[config.mk]
export PLATFORM = sky130hd
export DESIGN_NAME = silife_frame_buffer
export DESIGN_NICKNAME = d
export VERILOG_FILES = /design/src/rtl/silife_frame_buffer.sv
export SDC_FILE = /design/constraint.sdc
export NUM_CORES = 2
export LEC_CHECK = 0
export CORE_MARGIN = 8
export CORE_UTILIZATION = 45
export DETAILED_ROUTE_END_ITERATION = 8
export GPL_TIMING_DRIVEN = 0
export HOLD_SLACK_MARGIN = 0.08
export PLACE_DENSITY_LB_ADDON = 0.05
export SLEW_MARGIN = 10
export SYNTH_ARGS = -nofsm -noshare
export SYNTH_HDL_FRONTEND = slang
export SYNTH_SLANG_ARGS = --single-unit
[constraint.sdc]
create_clock -name clk -period 5 [get_ports clk]
set_input_delay 0.75 -clock clk [delete_from_list [all_inputs] [get_ports clk]]
set_output_delay 0.75 -clock clk [all_outputs]
set_load 0.02 [all_outputs]
[src/rtl/silife_frame_buffer.sv]
// Double-buffered cell-grid store between the life engine and the MAX7219 driver.
// The engine fills the back bank, then commits it. The bank pointer flips only while the
// display is idle, and a one-cycle frame strobe restarts the driver's scan.
module silife_frame_buffer #(
    parameter int unsigned WIDTH  = 32,
    parameter int unsigned HEIGHT = 32,
    localparam int unsigned RowBits = $clog2(HEIGHT)
) (
    input  logic               clk,
    input  logic               reset,
    input  logic               i_wr_en,
    input  logic [RowBits-1:0] i_wr_row,
    input  logic [WIDTH-1:0]   i_wr_data,
    input  logic               i_commit,
    input  logic               i_clear,
    output logic               o_wr_ready,
    output logic               o_pending,
    input  logic [RowBits-1:0] i_rd_row,
    output logic [WIDTH-1:0]   o_rd_data,
    input  logic               i_display_busy,
    output logic               o_frame
);

    localparam logic [RowBits-1:0] LastRow = RowBits'(HEIGHT - 1);

    typedef enum logic [1:0] {
        StIdle,
        StClear,
        StPending
    } state_e;

    state_e             state_q, state_d;
    logic               front_sel_q, front_sel_d;
    logic               frame_q, frame_d;
    logic [RowBits-1:0] clr_cnt_q, clr_cnt_d;

    // Single back-bank write port shared by engine writes and the zero-fill sweep.
    logic               we;
    logic [RowBits-1:0] we_row;
    logic [WIDTH-1:0]   we_data;

    logic [WIDTH-1:0] bank_q [2][HEIGHT];

    logic wr_in_range;
    logic rd_in_range;

    // Row indices can only exceed the bank when HEIGHT is not a power of two.
    if (HEIGHT == (1 << RowBits)) begin : g_pow2
        assign wr_in_range = 1'b1;
        assign rd_in_range = 1'b1;
    end else begin : g_npow2
        localparam logic [RowBits:0] HeightL = (RowBits + 1)'(HEIGHT);
        assign wr_in_range = ({1'b0, i_wr_row} < HeightL);
        assign rd_in_range = ({1'b0, i_rd_row} < HeightL);
    end

    // Next-state decode; frame strobe is only raised on the swap itself.
    always_comb begin
        state_d     = state_q;
        front_sel_d = front_sel_q;
        frame_d     = 1'b0;
        clr_cnt_d   = clr_cnt_q;
        we          = 1'b0;
        we_row      = i_wr_row;
        we_data     = i_wr_data;
        case (state_q)
            StIdle: begin
                // A write in the same cycle as commit joins the committed frame;
                // with clear it lands first and is then zeroed by the sweep.
                if (i_wr_en && wr_in_range) begin
                    we = 1'b1;
                end
                if (i_clear) begin
                    state_d   = StClear;
                    clr_cnt_d = '0;
                end else if (i_commit) begin
                    state_d = StPending;
                end
            end
            StClear: begin
                we      = 1'b1;
                we_row  = clr_cnt_q;
                we_data = '0;
                if (clr_cnt_q == LastRow) begin
                    state_d   = StIdle;
                    clr_cnt_d = '0;
                end else begin
                    clr_cnt_d = clr_cnt_q + RowBits'(1);
                end
            end
            StPending: begin
                if (!i_display_busy) begin
                    state_d     = StIdle;
                    front_sel_d = ~front_sel_q;
                    frame_d     = 1'b1;
                end
            end
            default: begin
                state_d = StIdle;
            end
        endcase
    end

    // Control state register.
    always_ff @(posedge clk) begin
        if (reset) begin
            state_q     <= StIdle;
            front_sel_q <= 1'b0;
            frame_q     <= 1'b0;
            clr_cnt_q   <= '0;
        end else begin
            state_q     <= state_d;
            front_sel_q <= front_sel_d;
            frame_q     <= frame_d;
            clr_cnt_q   <= clr_cnt_d;
        end
    end

    // Bank storage; only the back bank (opposite the front pointer) is ever written.
    always_ff @(posedge clk) begin
        if (reset) begin
            for (int b = 0; b < 2; b++) begin
                for (int r = 0; r < int'(HEIGHT); r++) begin
                    bank_q[b][r] <= '0;
                end
            end
        end else if (we) begin
            bank_q[~front_sel_q][we_row] <= we_data;
        end
    end

    assign o_rd_data  = rd_in_range ? bank_q[front_sel_q][i_rd_row] : '0;
    assign o_frame    = frame_q;
    assign o_pending  = (state_q == StPending);
    assign o_wr_ready = (state_q == StIdle);

endmodule
======== Word-level counts from Yosys, hierarchy flattened ========
Memories as Yosys holds them, arrays and structs flattened. A register that Yosys moved wholly into a read port is not among the register bits.
Cells that the tools add are included.
W data, S select, Z words.
operators by class
  bitwise operators ....................... 5
  magnitude comparators ................... 3
  muxes and demuxes ....................... 28
  equality and inequality tests ........... 7
  add/sub/neg operators ................... 1
  reductions and logical operators ........ 8
operators by type and width
  operator               count
  $mux W1024             3
  $reduce_or A1024 Y1    1
  $bmux W32 S5           1
  $demux W32 S5          1
  $mux W32               4
  $mux W5                3
  $ge A6 B6 Y1 const B   2
  $not A5 Y6             2
  $pmux W5 S2            1
  $mux W1                9
  $mux W2                4
  $lt A6 B1 Y1 const B   1
  $ne A2 B2 Y1 const B   3
  $pmux W2 S3            1
  $add A5 B1 Y5 const B  1
  $eq A5 B5 Y1 const B   1
  $reduce_and A2 Y1      2
  $ne A3 B3 Y1 const B   1
  $not A1 Y1             3
  $reduce_and A3 Y1      1
  $eq A2 B1 Y1 const B   1
  $eq A2 B2 Y1 const B   1
  $logic_not A2 Y1       1
  $pmux W1 S2            1
  3 further kinds        3
word-level totals
  RAM bits ................................ 2,048
  output and inout port bits .............. 35
  memories kept ........................... 1
  register bits after elaboration ......... 9
memories
  memory  words  bits a word  read ports  clocked after Yosys merged registers in  wr ports  line  source
  bank_q  2      1,024        1           1                                        2         42    logic [WIDTH-1:0] bank_q [2][HEIGHT];

======== Depth between registers and ports, before layout ========
  depth in word-level cells ............... 10
  depth in mapped cells ................... 10

======== Least setup slack after synthesis ========
No wires, ideal clock.
  path kind ............................... input to register
  start ................................... input reset
  end ..................................... memory bank_q[1][576] in the netlist's numbering (enable)
  setup slack ............................. 1.230 ns
  stages .................................. 6
  setup time .............................. 0.421 ns
  data arrival time ....................... 3.349 ns
  data required time ...................... 4.579 ns
  cells stage by stage .................... clkbuf_1 > nor2_1 > o21ai_1 > nor3_1 > a21oi_1 > nor2_1
RTL lines
  item                line  source
  start: declaration  10    input logic reset,
  end: declaration    42

==> metrics.txt <==
status=finished, violations left; failing checks=capacitance limit, slew limit, setup timing; Leakage Power=0.0330 µW; CTS buffer count=216; synth unique cells=53; max frequency=195 MHz; # hold bufs at CTS=0; Most common cell on crit path=buf_8; complex-gate fraction of the synthesized area=3.25%; Max stage delay on crit path=0.62 ns; top cells by area, synth=edfxtp_1 73%, mux4_2 12%, nor2_1 5.0%, mux2_2 1.3%, clkbuf_1 1.2%; switching pwr=between 10000 and 15000 µW; GPL Wtd Cong=1.03; RSZ-0062 raised after global routing=no; ys async rst share=0%; syn avg cell area=17.1 µm²; Register-to-Register Path Depth=8; post-DP HPWL=269000 µm; post-synthesis adder-cell area fraction=0.0297%; P&R area growth vs syn=17.3%; Worst path depth=9; CTS tree=yes; clock root cell=clkbuf_16; setup ws final=-0.136 ns; Period minus WS final=5.14 ns; mapped cell area=0.0842 mm²; gr ovfl total=0; Detailed Route WL=374000 µm; Clk Latency, worst-skew pair=about 0.90 ns; Mapped Cells=4926; clk sinks=between 2000 and 2500; nets=5368; die area=a little over 0.2 mm²; Ports=between 80 and 90; XOR/XNOR Fraction of Synth Area=0.0104%; initial DRC count=10047; share of cells above drive strength 1=about a quarter; mux share of post-synthesis cell area=14.1%; Comb pwr share=10.4%; post-synthesis net count=4976; drc violations=0; Max clock buf depth=3; Die Span X=448 µm; WHS Path Cells=2; Worst Tran Pin Value=1.52 ns; antenna violations before repair=36; clock skew=approximately 0.03 ns; DRT antenna net count=0; CP delay by family, top=buffers and inverters; max_cap viols=1; fin crit share=103%; drt wl/cell=46.8 µm; H-Tree Depth=4; Worst setup SP type=flip-flop; Initial Utilization=45.3%; area leader, netlist=edfxtp_1; top cell type's share of synthesized area=73.1%; number of synthesized flops with an enable pin=slightly above 2000; Final Max Tran Viols=11; Pint=between 20000 and 30000 µW; Fillers=15051; Sw Share=~26%; critical-path cell list=buf_4, buf_8, buf_6, buf_8, mux2i_1, a211o_1, o21ai_0, and3_2, clkdlybuf4s50_1; Cells after DPL=7585; most frequent cells in the layout=2048 x edfxtp_1, 1079 x nor2_1, 466 x mux4_2; GR Util All Layers=36.7%; I/O Buffers=80; Main synth FF type=edfxtp_1; Die H=448 µm; power density over cell area=405 mW/mm²; simple-gate area share of the yosys netlist=6.98%; path type of the worst min-delay path=in -> reg; Reg clk slew, reported paths=0.06 ns; Seq pwr share=51.1%; number of vias per cell=6.69; post-route setup TNS=-0.307 ns; Worst VDD drop=around 0.28 mV; CP endpoint kind=primary output; sequential area share after synthesis=between 70% and 80%; commonest non-fill, non-tap cell in the layout=edfxtp_1; Core Rows=between 150 and 200; Clock Power Share=38.4%; Buffers & Inverters on Critical Path=5; Max FO, Critical Path=10; largest family of logic cells by synthesized area=multiplexers; vias in the first global route=around 50000; largest net degree at the start of global routing=33; #FFs+latches synth=roughly 2100; Max-slew headroom=-1.20%; synth warn=0; critical path class=reg -> out; Min Hold Slack=0.521 ns; total power draw=40000 µW; final std cells w/o fill=7990; Slowest cell on crit path=mux2i_1; core area=0.186 mm²; worst endpoint data arrival time=4.39 ns; Setup-failing EPs final=5; Hold Fails Final Rpt=0; First-pass DRT Iterations=6; first-pass GRT wire length=483000 µm; via count=53483; CP Data Required Time=about 4.3 ns
## Yosys cell counts (3+ instances only)
master and n:
a31oi_1 7, nor2_1 1123, nor4_1 7, a221o_1 7, o22ai_1 36, clkbuf_1 275
nand2b_1 57, dfxtp_1 10, nand2_1 90, nand3_1 63, buf_2 103, mux2_2 94
o221ai_1 28, and2_1 4, a22o_1 44, a211oi_1 13, inv_1 37, and3_1 13
buf_4 30, o21ai_0 47, or2_2 3, a221oi_1 38, a22oi_1 65, mux2i_1 32
nor4b_1 4, nor2b_1 23, nor3_1 28, nor2_2 3, buf_1 4, a311oi_1 14
mux4_2 466, o31a_1 3, edfxtp_1 2048, a21oi_1 79, o31ai_1 3
## cells by family after synthesis
kind of cell / after synthesis
DFF: 2058
and+or+nand+nor: 1432
muxes: 593
buffers and inverters: 450
AOI/OAI and AO/OA: 390
adders and majority gates: 2
xor gates and xnor gates: 1
## final timing paths
kind	to	start	slack, ns
hold / removal	o_frame	reset	0.52
setup / recovery	o_rd_data[11]	flip-flop	-0.14
hold reg to reg	clr_cnt_q[3]	clr_cnt_q[3]	0.55
setup reg to reg	bank_q[1][378]	state_q[1]	0.07
## power by group through the flow
stage / combinational (µW) / clock (µW) / sequential (µW)
after floorplan: 1630 / 0 / 20700
after global placement: 3520 / 0 / 20900
after detailed placement: 3880 / 0 / 20800
after CTS: 4050 / 15300 / 20400
after global routing: 4150 / 15900 / 20500
final: 4180 / 15300 / 20400
## per-stage QoR
stage | setup slack [ns] | util (%) | instance area [µm²]
finish | -0.136 | 53.2 | 98700
global route | 0.000943 | 53.2 | 98700
CTS | -0.0972 | 53.1 | 98600
detailed placement | -2.36 | 48.8 | 90700
global placement | -2.91 | 47.4 | 88100
floorplan | 1.23 | - | 84200
## registers in the layout, indices dropped and copies added (netlist names), named ones only
signal / cells
clr_cnt_q: 5
state_q: 2
bank_q: 2048
o_frame: 1
front_sel_q: 1
## final cells by class
| cell class | instances | area [µm²] | share of cell area (%) |
|---|---|---|---|
| Multi-Input combinational cell | 2418 | 21900 | 22.2 |
| Clock buffer | 288 | 5820 | 5.90 |
| Antenna cell | 20 | 50.0 | 0.0507 |
| Sequential cell | 2058 | 61700 | 62.5 |
| Inverter | 37 | 139 | 0.141 |
| Clock inverter | 102 | 627 | 0.635 |
| Tap cell | 2480 | 3100 | 3.14 |
| Timing Repair Buffer | 180 | 2950 | 2.99 |
| Buffer | 407 | 2380 | 2.41 |
## metal layers
| layer | vias to the layer above | routed length [µm] | track usage, % |
|---|---|---|---|
| li1 | 19949 | - | - |
| met1 | 28716 | 139000 | 49.2 |
| met2 | 4085 | 158000 | 52.3 |
| met3 | 717 | 51800 | 13.6 |
| met4 | 16 | 24800 | 19.5 |
| met5 | - | 98 | 0 |
## what timing repair did
item                                    4_1_cts  5_1_grt
pin swaps                                     8        4
endpoints found under the setup margin       32       13
buffers inserted                              1        0
endpoints found under the hold margin         0        0
gates resized for setup                     416       18
(Power assumes the default switching activity.)
